$ cat config.mk
export PLATFORM = sky130hd
export DESIGN_NAME = mul_result_buffer
export DESIGN_NICKNAME = d
export VERILOG_FILES = /design/src/rtl/mul_pkg.sv /design/src/rtl/mul_narrow_sat.sv /design/src/rtl/mul_result_buffer.sv
export SDC_FILE = /design/constraint.sdc
export NUM_CORES = 1
export LEC_CHECK = 0
export CORE_MARGIN = 2
export CORE_UTILIZATION = 55
export CTS_CLUSTER_SIZE = 10
export DETAILED_ROUTE_END_ITERATION = 6
export GPL_TIMING_DRIVEN = 0
export PLACE_DENSITY = 0.87
export SYNTH_ARGS = -nofsm -noshare
export SYNTH_HDL_FRONTEND = slang
export SYNTH_SLANG_ARGS = --single-unit
export TNS_END_PERCENT = 1
$ cat constraint.sdc
create_clock -name clk_i -period 3.6 [get_ports clk_i]
set_input_delay 0.9 -clock clk_i [delete_from_list [all_inputs] [get_ports clk_i]]
set_output_delay 0.9 -clock clk_i [all_outputs]
set_load 0.1 [all_outputs]
$ cat src/rtl/mul_pkg.sv
// Shared constants and entry record for the Booth multiplier result path.
package mul_pkg;

    localparam int unsigned PW = 64;
    localparam int unsigned RW = 32;

    localparam logic [RW-1:0] SAT_POS = 32'h7FFF_FFFF;
    localparam logic [RW-1:0] SAT_NEG = 32'h8000_0000;

    // One buffered result: narrowed value, raw upper half, overflow and saturation flags.
    typedef struct packed {
        logic [RW-1:0] res;
        logic [RW-1:0] hi;
        logic          ovf;
        logic          satd;
    } mul_entry_t;

endpackage

$ cat src/rtl/mul_narrow_sat.sv
// Narrows a signed PW-bit product to RW bits, flags overflow and optionally saturates.
module mul_narrow_sat
    import mul_pkg::*;
(
    input  logic [PW-1:0] prod_i,
    input  logic          sat_i,
    output mul_entry_t    entry_o
);

    // Bits that must all match the result sign bit for the value to fit in RW bits.
    logic [RW:0] sign_bits;
    logic        ovf;

    assign sign_bits = prod_i[PW-1:RW-1];
    assign ovf       = !((&sign_bits) || !(|sign_bits));

    // Build the entry record; saturation direction follows the product sign.
    always_comb begin
        entry_o      = '0;
        entry_o.hi   = prod_i[PW-1:RW];
        entry_o.ovf  = ovf;
        entry_o.satd = ovf && sat_i;
        if (ovf && sat_i) begin
            entry_o.res = prod_i[PW-1] ? SAT_NEG : SAT_POS;
        end else begin
            entry_o.res = prod_i[RW-1:0];
        end
    end

endmodule

$ cat src/rtl/mul_result_buffer.sv
// Result FIFO behind the Booth multiplier: narrows/saturates each accepted product,
// buffers DEPTH entries with valid/ready on both sides and keeps a sticky overflow flag.
// Product and result widths are the package constants PW and RW.
module mul_result_buffer
    import mul_pkg::*;
#(
    parameter int unsigned DEPTH = 4
) (
    input  logic                     clk_i,
    input  logic                     reset_i,
    input  logic                     in_valid_i,
    output logic                     in_ready_o,
    input  logic [PW-1:0]            in_prod_i,
    input  logic                     in_sat_i,
    output logic                     out_valid_o,
    input  logic                     out_ready_i,
    output logic [RW-1:0]            out_res_o,
    output logic [RW-1:0]            out_hi_o,
    output logic                     out_ovf_o,
    output logic                     out_satd_o,
    output logic [$clog2(DEPTH):0]   count_o,
    output logic                     ovf_sticky_o,
    input  logic                     clr_sticky_i
);

    localparam int unsigned AW = $clog2(DEPTH);
    localparam int unsigned CW = AW + 1;

    mul_entry_t    mem_q [DEPTH];
    logic [AW-1:0] wr_ptr_q, wr_ptr_d;
    logic [AW-1:0] rd_ptr_q, rd_ptr_d;
    logic [CW-1:0] count_q, count_d;
    logic          sticky_q, sticky_d;

    mul_entry_t    new_entry;
    mul_entry_t    head;
    logic          full, empty, push, pop;

    mul_narrow_sat u_narrow (
        .prod_i  (in_prod_i),
        .sat_i   (in_sat_i),
        .entry_o (new_entry)
    );

    assign empty = (count_q == '0);
    assign full  = (count_q == CW'(DEPTH));
    assign push  = in_valid_i && !full;
    assign pop   = !empty && out_ready_i;
    assign head  = mem_q[rd_ptr_q];

    // Pointer, occupancy and sticky-flag next state; set beats clear on the sticky flag.
    always_comb begin
        wr_ptr_d = wr_ptr_q;
        rd_ptr_d = rd_ptr_q;
        count_d  = count_q;
        sticky_d = (sticky_q && !clr_sticky_i) || (push && new_entry.ovf);
        if (push) begin
            wr_ptr_d = wr_ptr_q + AW'(1);
        end
        if (pop) begin
            rd_ptr_d = rd_ptr_q + AW'(1);
        end
        case ({push, pop})
            2'b10:   count_d = count_q + CW'(1);
            2'b01:   count_d = count_q - CW'(1);
            default: count_d = count_q;
        endcase
    end

    // Control state register with synchronous reset; queued entries are simply abandoned.
    always_ff @(posedge clk_i) begin
        if (reset_i) begin
            wr_ptr_q <= '0;
            rd_ptr_q <= '0;
            count_q  <= '0;
            sticky_q <= 1'b0;
        end else begin
            wr_ptr_q <= wr_ptr_d;
            rd_ptr_q <= rd_ptr_d;
            count_q  <= count_d;
            sticky_q <= sticky_d;
        end
    end

    // Entry storage; no reset needed because outputs are masked while empty.
    always_ff @(posedge clk_i) begin
        if (push && !reset_i) begin
            mem_q[wr_ptr_q] <= new_entry;
        end
    end

    // Head outputs read zero whenever the buffer is empty.
    always_comb begin
        in_ready_o   = !full;
        out_valid_o  = !empty;
        count_o      = count_q;
        ovf_sticky_o = sticky_q;
        out_res_o    = '0;
        out_hi_o     = '0;
        out_ovf_o    = 1'b0;
        out_satd_o   = 1'b0;
        if (!empty) begin
            out_res_o  = head.res;
            out_hi_o   = head.hi;
            out_ovf_o  = head.ovf;
            out_satd_o = head.satd;
        end
    end

endmodule

# Yosys cells after proc, flatten, opt, wreduce, memory -nomap -nowiden
# Memory sizes are Yosys's and may differ from the RTL's. A register that Yosys moved wholly into a read port is not among the register bits.
# Cells that the tools add are included.
classes:
  n_addsub: 4
  eq_ne: 3
  muxes: 11
  n_reduce_logical: 18
ops:
  columns: ["operator", "count"]
  rows:
  - ["$mux 32", 4]
  - ["$reduce_and 33->1", 1]
  - ["$reduce_or 33->1", 1]
  - ["$logic_and 1x1->1", 6]
  - ["$logic_not 1->1", 6]
  - ["$pmux 3 s2", 1]
  - ["$add 2x1->2 const B", 2]
  - ["$mux 1", 4]
  - ["$mux 2", 2]
  - ["$add 3x1->3 const B", 1]
  - ["$eq 3x3->1 const B", 1]
  - ["$logic_not 3->1", 1]
  - ["$sub 3x1->3 const B", 1]
  - ["$eq 2x1->1 const B", 1]
  - ["$eq 2x2->1 const B", 1]
  - ["$logic_or 1x1->1", 2]
  - ["$reduce_bool 2->1", 1]
totals:
  regBits: 8
  ramBits: 264
  n_memories: 1
mem_list:
  columns: ["name", "words", "width", "read_ports", "rd_ports_with_merged_regs", "write_ports", "line", "source"]
  rows:
  - ["mem_q", 4, 66, 1, 1, 1, "mul_result_buffer.sv:29", "mul_entry_t mem_q [DEPTH];"]

# Logic depth before layout (Yosys ltp)
# Gate-level depths: netlist of run 1.
depth:
  ltp_word: 6
  ltp_mapped: 9
  mapped_depth_nobuf: 9

# Modules after synthesis
# A second synthesis of run 1 with hierarchy kept.
unflattened:
  cells_unflattened: 575
  area_unflattened_um2: 11202.0
by_module_without_submodules:
  columns: ["module", "instances", "cells_per_inst", "area_per_inst_um2", "seq_area_each_um2"]
  rows:
  - ["mul_result_buffer", 1, 474, 10480.1, 8127.8]
  - ["mul_narrow_sat", 1, 101, 721.9, 0.0]

# Least setup slack after synthesis of run 1
# OpenSTA, ideal clock, no wires.
synth_timing:
  kind: "register -> register"
  start: "reg count_q[1], in the netlist count_o[1]"
  end: "mem mem_q[0][0] (netlist bit), enable pin"
  setup_time_ns: 0.431
  arrival_ns: 4.073
  required_ns: 3.169
  path_slack_ns: -0.904
  path_stages_with_launch: 6
  synth_period_minus_slack_ns: 4.504
  cell_sequence: "dfxtp_1 inv_1 nand3_1 nand2_1 nor2_1 and2_1"
synth_between:
  elab_chain_cells: 6
synth_lines:
  columns: ["element", "line", "source"]
  rows:
  - ["start, declared", "mul_result_buffer.sv:32", "logic [CW-1:0] count_q, count_d;"]
  - ["start signal, assigned", "mul_result_buffer.sv:80", "count_q <= count_d;"]
  - ["$eq 3x3->1", "mul_result_buffer.sv:46", "assign full = (count_q == CW'(DEPTH));"]
  - ["$logic_not 1->1", null, null]
  - ["net in_ready_o", "mul_result_buffer.sv:12", "output logic in_ready_o,"]
  - ["$logic_and 1x1->1", "mul_result_buffer.sv:47", "assign push = in_valid_i && !full;"]
  - ["$logic_and 1x1->1", "mul_result_buffer.sv:87", "if (push && !reset_i) begin"]
  - ["$mux 1", "mul_result_buffer.sv:87", null]
  - ["$mux 1 (not written as such)", "mul_result_buffer.sv:88", "mem_q[wr_ptr_q] <= new_entry;"]
  - ["end, declared", "mul_result_buffer.sv:29", null]
# The timed path passes the listed nets, and every way through them passes these cells.

==> summary.txt, run 1 <==
Drt
  • Antenna viol nets, final: 0
  • DRT Wirelength: between 20 and 25 mm
  • Starting DRC count in detailed routing: between 400 and 500
  • Via count of the routed design: between 5000 and 6000
  • Remaining DRCs: 0
  • Wire per inst: ~22 um
  • First-pass detailed-route iteration total: 5
  • Vias/cell: 5.803

Timing
  • Count of pins over their slew limit: 0
  • Slew HR: between 30% and 40%
  • Final setup viols: 0
  • Crit path time final: 3527 ps
  • Tcrit/Tclk final: 97.96%
  • Max Freq: between 200 and 300 MHz
  • RSZ-0062 raised after global routing: true
  • Hold Vio Cnt, Final: 0
  • Worst Skew: 18.96 ps
  • Worst Hold Slack: just over 500 ps
  • Pin slew with the least headroom to its limit: 1033 ps

Global routing
  • Initial antenna violation count: 0
  • GRT Util Overall: a little over a fifth
  • Vias in the first global route: between 6000 and 7000
  • Overflow after GRT: 0
  • First-pass GRT wire length: around 33 mm
  • Pin count of the biggest net entering global routing: 49

Synthesis
  • Syn nets: a little over 600
  • Syn_area_per_cell: just over 20 um^2
  • Ys async rst share: 0%
  • Register bit count reported by yosys: ~270
  • Cell Area, Synth: 10900 um^2
  • Synthesis Warnings: 0
  • Post-synth EDFFs: ~260
  • Cell taking the most area after synthesis: edfxtp_1
  • Synth Flop Type: edfxtp_1
  • Sequential share of the synthesized area: between 70% and 80%
  • Top area cells in the synthesized netlist: edfxtp_1 (73%), mux4_2 (14%), and2_1 (4.1%), a21o_1 (2.1%), dfxtp_1 (1.8%)
  • Yosys top cell area share: between 70 and 80%
  • Synth cell types: 30
  • Post-Syn Instances: ~540

Placed design
  • PortBufs: 140
  • Area after DPL: ~13000 um^2
  • Gpl congestion: between 0.7 and 0.8
  • Placed cell count: 948
  • DP HPWL: about 14 mm

CTS
  • Num CTS Buffers: 31
  • Clk Latency, worst-skew pair: 540 ps
  • Clock root buffer: clkbuf_16
  • Clock slew at reported path FFs: about 60 ps
  • H-tree depth: 1
  • Clk sinks: roughly 270
  • Clock buffer depth: 3
  • CTS Hold Bufs: 0
  • TritonCTS clock tree: built

Worst hold path
  • WHS Path Cells: 2
  • Hold Path End: wr_ptr_q[1]$_SDFFE_PP0P_
  • Hold Startpoint: wr_ptr_q[1]$_SDFFE_PP0P_
  • Worst Hold Class: register to register

Critical path
  • Max Fanout on Critical Path: 10
  • CP endpoint kind: primary output
  • Worst EP required: roughly 2700 ps
  • Worst r2r src: count_o[2]$_SDFFE_PP0P_
  • Worst reg2reg path depth: 8
  • R2R setup slack: roughly 1300 ps
  • Crit Reg-Reg Endpoint: count_o[2]$_SDFFE_PP0P_
  • Critical path data arrival time: 2630 ps
  • Startpoint types: register
  • Crit Path Class: register to primary output

Final layout
  • Fraction of layout cells with a size suffix above 1: between 20% and 30%
  • Area Growth Syn to Fin: 24.54%
  • Design area: approximately 14000 um^2
  • Number of diodes: 0
  • Post-Layout Cell Count: 994
  • Utilization after layout: 69.76%
  • # nets final: 792

Floorplanning
  • CORE AREA: just under 20000 um^2
  • Initial Utilization: around 56%
  • Num rows: a little over 50
  • DIE AREA: 20960 um^2
  • Die W: 144.8 um
  • I/O pin count: about 140
  • Die Y: roughly 140 um

Status
  • Status: finished, final reports clean

Job
  • MaxCap Viol Count: 0
==> final cells by class <==
| class | instances | area (um^2) |
|---|---|---|
| buffer | 29 | 172.7 |
| sequential | 274 | 8128 |
| multi-input combinational | 229 | 2606 |
| tap | 265 | 331.6 |
| inverter | 7 | 26.28 |
| timing repair buffer | 144 | 1470 |
| fill | 1221 | 5886 |
| clock buffer | 46 | 842.1 |
==> through the flow <==
step | worst slack [ps] | setup TNS [ps]
finish | 73.50 | 0
global route | -49.82 | -656.6
CTS | -78.97 | -318.4
detailed placement | -369.2 | -11990
global placement | -313.0 | -21850
floorplan | -185.6 | -49160
==> state kept, by name, indices dropped and copies added, names as in the netlist, named ones only <==
register / count
count_o: 3
mem_q: 264
ovf_sticky_o: 1
rd_ptr_q: 2
wr_ptr_q: 2
==> how the worst max path moves through the flow <==
stage / startpoint / end / slack, ps
floorplan: count_o[1]$_SDFFE_PP0P_ / mem_q[0][0]$_DFFE_PP_ / -190
global placement: register / out_hi_o[26] / -310
detailed placement: register / out_res_o[26] / -370
CTS: register / out_hi_o[16] / -80
global route: register / out_res_o[17] / -50
finish: register / out_res_o[17] / 70
==> cell usage in the layout, fill, tap and decap left out, drive strengths merged <==
cell type / instances
a21o: 32
nor4: 9
and3: 1
nor2: 9
mux4: 66
inv: 7
clkdlybuf4s15: 43
clkbuf: 64
dlygate4sd2: 6
nand3: 3
and3b: 1
buf: 33
ha: 5
nand2: 5
xor2: 3
and2: 72
nand4: 9
clkdlybuf4s50: 73
a31oi: 1
or3: 4
edfxtp: 264
o21ai: 1
a21oi: 3
nor3b: 1
fa: 1
dfxtp: 10
xnor2: 2
mux2: 1
==> layer usage <==
layer	share of wire [%]	vias up	track usage, %
li1	-	2524	-
met1	41	2981	28.93
met2	50	219	35.80
met3	7.0	44	4.311
met4	2.3	0	4.905
met5	0	-	0
==> repair_timing <==
action,in CTS,in global routing
resized for setup,214,19
buffers inserted,0,0
pin swaps,0,0
cloned,0,0
endpoints found under the setup margin,67,35
==> cell families after synthesis <==
kind of cell	after synthesis	synth area share, %
AND/OR/NAND/NOR	114	6.404
AO/OA/AOI/OAI	37	2.513
XOR/XNOR	5	0.4018
multiplexers	67	13.74
flip-flops	274	74.56
buffers and inverters	36	1.630
adder cells (fa/ha/maj)	6	0.7575
==> synthesized netlist by cell type, drive strengths merged, types with 2 or more instances <==
cell	n
edfxtp	264
and2	72
mux4	66
a21o	32
buf	15
clkbuf	14
dfxtp	10
nand4	9
nor2	9
nor4	9
inv	7
ha	5
nand2	5
or3	4
a21oi	3
nand3	3
xor2	3
xnor2	2
==> critical path, cell delays in order, from the launching register on <==
cell and delay, ps:
dfxtp_1 350, clkbuf_4 270, buf_4 280, mux4_2 550, and2_1 180, clkdlybuf4s15_2 460
Power of run 1 is not shown: default switching activity piles up to over one toggle a cycle in this logic, so the estimate is an artifact.
==> run 2, diff against run 1 <==
==> constraint.sdc (replaced) <==
create_clock -name clk_i -period 4.3 [get_ports clk_i]
set_input_delay 1.075 -clock clk_i [delete_from_list [all_inputs] [get_ports clk_i]]
set_output_delay 1.075 -clock clk_i [all_outputs]
set_load 0.1 [all_outputs]
==> run 2 against run 1 <==
Effect of this change:
- core utilization grew 0.64 points
- die area stayed put
- clock-buffer cell count rose by 11
- hold slack better by 6.1 ps
- via count decreased by 0.62%
- register-to-register slack better by 690 ps
- wire length rose by 3.1%
- final cell count increased by 1.2%
- first-iteration DRC count is 2.9% higher
- sequential share of layout area decreased by 0.54 points
- cell area grew 0.91%
- critical endpoint is now out_hi_o[1]
- clock skew is 8.7 ps higher
==> summary.txt, run 2 (same netlist as run 1, synthesis figures left out) <==
Status
  • Status: finished, final reports clean

Critical path
  • Crit Path Class: register to primary output
  • Crit Reg-Reg Endpoint: mem_q[1][48]$_DFFE_PP_
  • Critical path data arrival time: 3060 ps
  • Worst EP required: 3220 ps
  • Startpoint types: register
  • R2R setup slack: approximately 2000 ps
  • Worst r2r src: count_o[0]$_SDFFE_PP0P_
  • Max Fanout on Critical Path: 10
  • CP Capture Point: out_hi_o[1]
  • Worst reg2reg path depth: 6
  • Worst Setup SP: count_o[0]$_SDFFE_PP0P_
  • CP endpoint kind: primary output

Timing
  • Setup ws final: 162.6 ps
  • Pin slew with the least headroom to its limit: approximately 1000 ps
  • Slew HR: 30.28%
  • Hold Vio Cnt, Final: 0
  • Worst Skew: approximately 28 ps
  • RSZ-0062 raised after global routing: false
  • Crit path time final: just over 4000 ps
  • Tcrit/Tclk final: between 90% and 100%
  • Final setup viols: 0
  • Max Freq: 241.7 MHz
  • Count of pins over their slew limit: 0

CTS
  • Num CTS Buffers: 31
  • CTS Hold Bufs: 0
  • Clk sinks: ~270
  • TritonCTS clock tree: built
  • Clk Latency, worst-skew pair: between 500 and 600 ps
  • Post-CTS Resized: 119
  • H-tree depth: 1
  • Clock root buffer: clkbuf_16
  • Clock slew at reported path FFs: roughly 50 ps
  • Postcts setup bufs: 0
  • Clock buffer depth: 3

Drt
  • Starting DRC count in detailed routing: approximately 430
  • DRT Wirelength: 22.40 mm
  • Routed wl met2: 11.75 mm
  • Vias/cell: about 5.7
  • Via count of the routed design: around 5700
  • First-pass detailed-route iteration total: 5
  • Remaining DRCs: 0
  • Met3 WL post-DR: ~1.3 mm
  • Antenna viol nets, final: 0
  • Top layer in use: met4
  • Met1 Routed Length: 8.896 mm
  • Wire per inst: about 22 um

Worst hold path
  • Hold Startpoint: wr_ptr_q[1]$_SDFFE_PP0P_
  • Worst Hold Class: register to register

Placed design
  • Gpl congestion: between 0.7 and 0.8
  • Area after DPL: 12750 um^2
  • PortBufs: 140
  • DP HPWL: about 14 mm
  • Post-place setup slack: 147.7 ps

Final layout
  • Most frequent cells in the layout: edfxtp_1 (264), clkdlybuf4s50_1 (100), and2_1 (67)
  • Fillcell total: approximately 1200
  • Number of diodes: 0
  • Area Growth Syn to Fin: 25.67%
  • Commonest non-fill, non-tap cell in the layout: edfxtp_1
  • Max FFs per register: 264
  • # nets final: 792
  • Design area: ~14000 um^2
  • Biggest register: mem_q
  • Fraction of layout cells with a size suffix above 1: between 20 and 25%

Floorplanning
  • DIE AREA: 20960 um^2
  • Num rows: approximately 50
  • I/O pin count: between 100 and 150
  • Die Y: approximately 140 um
  • Initial Utilization: a little under three fifths
  • Die W: around 140 um
  • CORE AREA: a little under 20000 um^2

Global routing
  • Vias in the first global route: a little over 6000
  • First-pass GRT wire length: about 34 mm
  • Initial antenna violation count: 0
  • Overflow after GRT: 0
  • GRT Util Overall: between 20% and 30%
  • Pin count of the biggest net entering global routing: 40

Job
  • MaxCap Viol Count: 0
==> run 2: cell types whose count changed in the layout (fill, tap and decap cells not counted), moves of 6 or more <==
cell             delta
dlygate4sd2_1       -6
buf_2              -11
clkbuf_1           +16
clkbuf_2            -7
clkdlybuf4s50_1    +27
==> run 2: final cells by class <==
type	instances	area (um^2)	area share, %
tap	265	331.6	2.420
sequential	274	8128	59.32
inverter	7	26.28	0.1918
clock buffer	57	893.4	6.521
multi-input combinational	229	2606	19.02
buffer	29	151.4	1.105
timing repair buffer	144	1555	11.35
clock inverter	1	8.758	0.06393
==> run 2: metal layers <==
layer | vias up | track usage, %
met5 | - | 0
met4 | 0 | 6.438
met3 | 29 | 3.653
met2 | 199 | 37.69
met1 | 2974 | 28.62
li1 | 2530 | -
==> run 2: worst max-delay path: stages (launching register included) <==
cell	delay (ps)
dfxtp_1	390
or3_1	290
clkbuf_1	440
and2_1	240
clkdlybuf4s50_1	1150
==> run 2: how the worst min path moves through the flow <==
stage | depth (start not counted) | to | slack [ps]
after global placement | 2 | wr_ptr_q[1]$_SDFFE_PP0P_ | 480
after global routing | 2 | wr_ptr_q[1]$_SDFFE_PP0P_ | 550
final | 2 | wr_ptr_q[1]$_SDFFE_PP0P_ | 510
after floorplan | 2 | wr_ptr_q[1]$_SDFFE_PP0P_ | 470
after CTS | 2 | wr_ptr_q[1]$_SDFFE_PP0P_ | 520
after detailed placement | 2 | wr_ptr_q[1]$_SDFFE_PP0P_ | 510
==> run 2: metrics by stage <==
| step | std cells | hold slack, ps | utilization [%] | setup TNS (ps) |
|---|---|---|---|---|
| 6_report | 1006 | 514.0 | 70.40 | 0 |
| 5_1_grt | 1006 | 550.9 | 70.40 | 0 |
| 4_1_cts | 1006 | 520.5 | 70.42 | -89.57 |
| 3_5_place_dp | 948 | 513.3 | 65.54 | 0 |
| 3_3_place_gp | 944 | 480.9 | 64.92 | -134090 |
| 2_1_floorplan | 539 | 469.2 | - | -40370 |
Power of run 2 is left out for the same reason.
==> run 3, diff against run 2 <==
--- a/config.mk
+++ b/config.mk
@@ -7,10 +7,10 @@
 export LEC_CHECK = 0
 export CORE_MARGIN = 2
 export CORE_UTILIZATION = 55
-export CTS_CLUSTER_SIZE = 10
+export CTS_CLUSTER_SIZE = 25
 export DETAILED_ROUTE_END_ITERATION = 6
 export GPL_TIMING_DRIVEN = 0
-export PLACE_DENSITY = 0.87
+export PLACE_DENSITY = 0.79
 export SYNTH_ARGS = -nofsm -noshare
 export SYNTH_HDL_FRONTEND = slang
 export SYNTH_SLANG_ARGS = --single-unit
==> run 3 against run 2 <==
Effect of this change:
- non-clock buffer count stayed put
- wire length is 1.4% lower
- largest cell class unchanged
- sequential cell count stayed put
- setup slack worse by 46 ps
- via count is 1.2% lower
- sequential share of layout area is 0.17 points lower
- global-route usage is 0.33 points lower
- critical path depth stayed put
- critical path type unchanged
==> summary.txt, run 3 (same netlist as run 1, synthesis figures left out) <==
Status
  • Status: finished, final reports clean

CTS
  • Clock buffer depth: 3
  • Post-CTS Resized: 120
  • Clk sinks: approximately 270
  • H-tree depth: 1
  • Clock slew at reported path FFs: around 60 ps
  • Clock root buffer: clkbuf_16
  • CTS Hold Bufs: 0
  • TritonCTS clock tree: built
  • Num CTS Buffers: 27
  • Clk Latency, worst-skew pair: 540 ps
  • Postcts setup bufs: 0

Critical path
  • R2R setup slack: around 2000 ps
  • Worst EP required: between 3000 and 4000 ps
  • Crit Reg-Reg Endpoint: count_o[2]$_SDFFE_PP0P_
  • Startpoint types: register
  • Max Fanout on Critical Path: 10
  • Worst reg2reg path depth: 8
  • Crit Path Class: register to primary output
  • CP endpoint kind: primary output
  • Worst r2r src: count_o[2]$_SDFFE_PP0P_
  • Critical path data arrival time: 3110 ps

Drt
  • Wire per inst: approximately 22 um
  • Vias/cell: ~5.7
  • Starting DRC count in detailed routing: ~400
  • Via count of the routed design: 5662
  • Antenna viol nets, final: 0
  • Remaining DRCs: 0
  • First-pass detailed-route iteration total: 5
  • DRT Wirelength: about 22 mm

Placed design
  • Gpl congestion: between 0.7 and 0.8
  • Placed cell count: about 950
  • DP HPWL: 13.79 mm
  • PortBufs: between 100 and 150

Global routing
  • Pin count of the biggest net entering global routing: 44
  • Overflow after GRT: 0
  • First-pass GRT wire length: 33.47 mm
  • Vias in the first global route: 6013
  • Initial antenna violation count: 0
  • GRT Util Overall: 21.39%

Timing
  • Worst Hold Slack: between 500 and 600 ps
  • Hold Vio Cnt, Final: 0
  • Slew HR: 30.20%
  • Tcrit/Tclk final: a little under 100%
  • Final setup viols: 0
  • Worst Skew: 17.99 ps
  • Count of pins over their slew limit: 0
  • Final setup TNS: 0 ps
  • Pin slew with the least headroom to its limit: between 1000 and 1500 ps
  • Crit path time final: ~4200 ps
  • RSZ-0062 raised after global routing: false
  • Max Freq: approximately 240 MHz

Floorplanning
  • Die W: 144.8 um
  • Die Y: about 140 um
  • Num rows: 51
  • CORE AREA: 19460 um^2
  • Initial Utilization: 56.01%
  • DIE AREA: about 21000 um^2
  • I/O pin count: about 140

Final layout
  • Fraction of layout cells with a size suffix above 1: 24.83%
  • Most frequent cells in the layout: edfxtp_1 (264), clkdlybuf4s50_1 (100), and2_1 (67)
  • Area Growth Syn to Fin: 26.04%
  • Post-Layout Cell Count: about 1000
  • Number of diodes: 0
  • Biggest register: mem_q
  • Commonest non-fill, non-tap cell in the layout: edfxtp_1
  • Max FFs per register: around 260
  • # nets final: between 700 and 800

Job
  • MaxCap Viol Count: 0

Worst hold path
  • WHS Path Cells: 2
  • Hold Startpoint: wr_ptr_q[1]$_SDFFE_PP0P_
  • Hold Path End: wr_ptr_q[1]$_SDFFE_PP0P_
  • Worst Hold Class: register to register
[run 3: cell type report]
cell class	instances	area, um^2
Timing Repair Buffer	144	1562
Clock inverter	23	260.3
Buffer	29	151.4
Sequential cell	274	8128
Multi-Input combinational cell	229	2606
Tap cell	265	331.6
Fill cell	1180	5722
Clock buffer	27	675.6
Inverter	7	26.28
[run 3: worst max-delay path by stage]
stage	end	slack, ps
floorplan	mem_q[1][0]$_DFFE_PP_	-200
global placement	mem_q[1][32]$_DFFE_PP_	-800
detailed placement	out_res_o[30]	170
CTS	out_hi_o[14]	70
global route	out_hi_o[17]	40
finish	out_hi_o[14]	120
[run 3: critical path, cell delays in order (launching register included)]
cell	delay, ps
dfxtp_1	360
clkbuf_1	560
mux4_2	350
and2_1	160
clkdlybuf4s50_1	1140
[run 3: per-stage QoR]
stage	setup WS (ps)	area [um^2]	util (%)
after floorplan	-203.9	10900	-
after global placement	-795.5	12640	64.92
after detailed placement	166.7	12750	65.54
after CTS	71.11	13740	70.60
after global routing	42.65	13740	70.60
final	116.7	13740	70.60
[run 3: layer usage]
| layer | up-vias | wire [um] | track usage [%] |
|---|---|---|---|
| met3 | 36 | 1255 | 2.731 |
| met1 | 2925 | 8876 | 28.91 |
| met2 | 176 | 11480 | 36.87 |
| met5 | - | 0 | 0 |
| li1 | 2525 | - | - |
| met4 | 0 | 471 | 6.592 |
Power of run 3 is left out for the same reason.
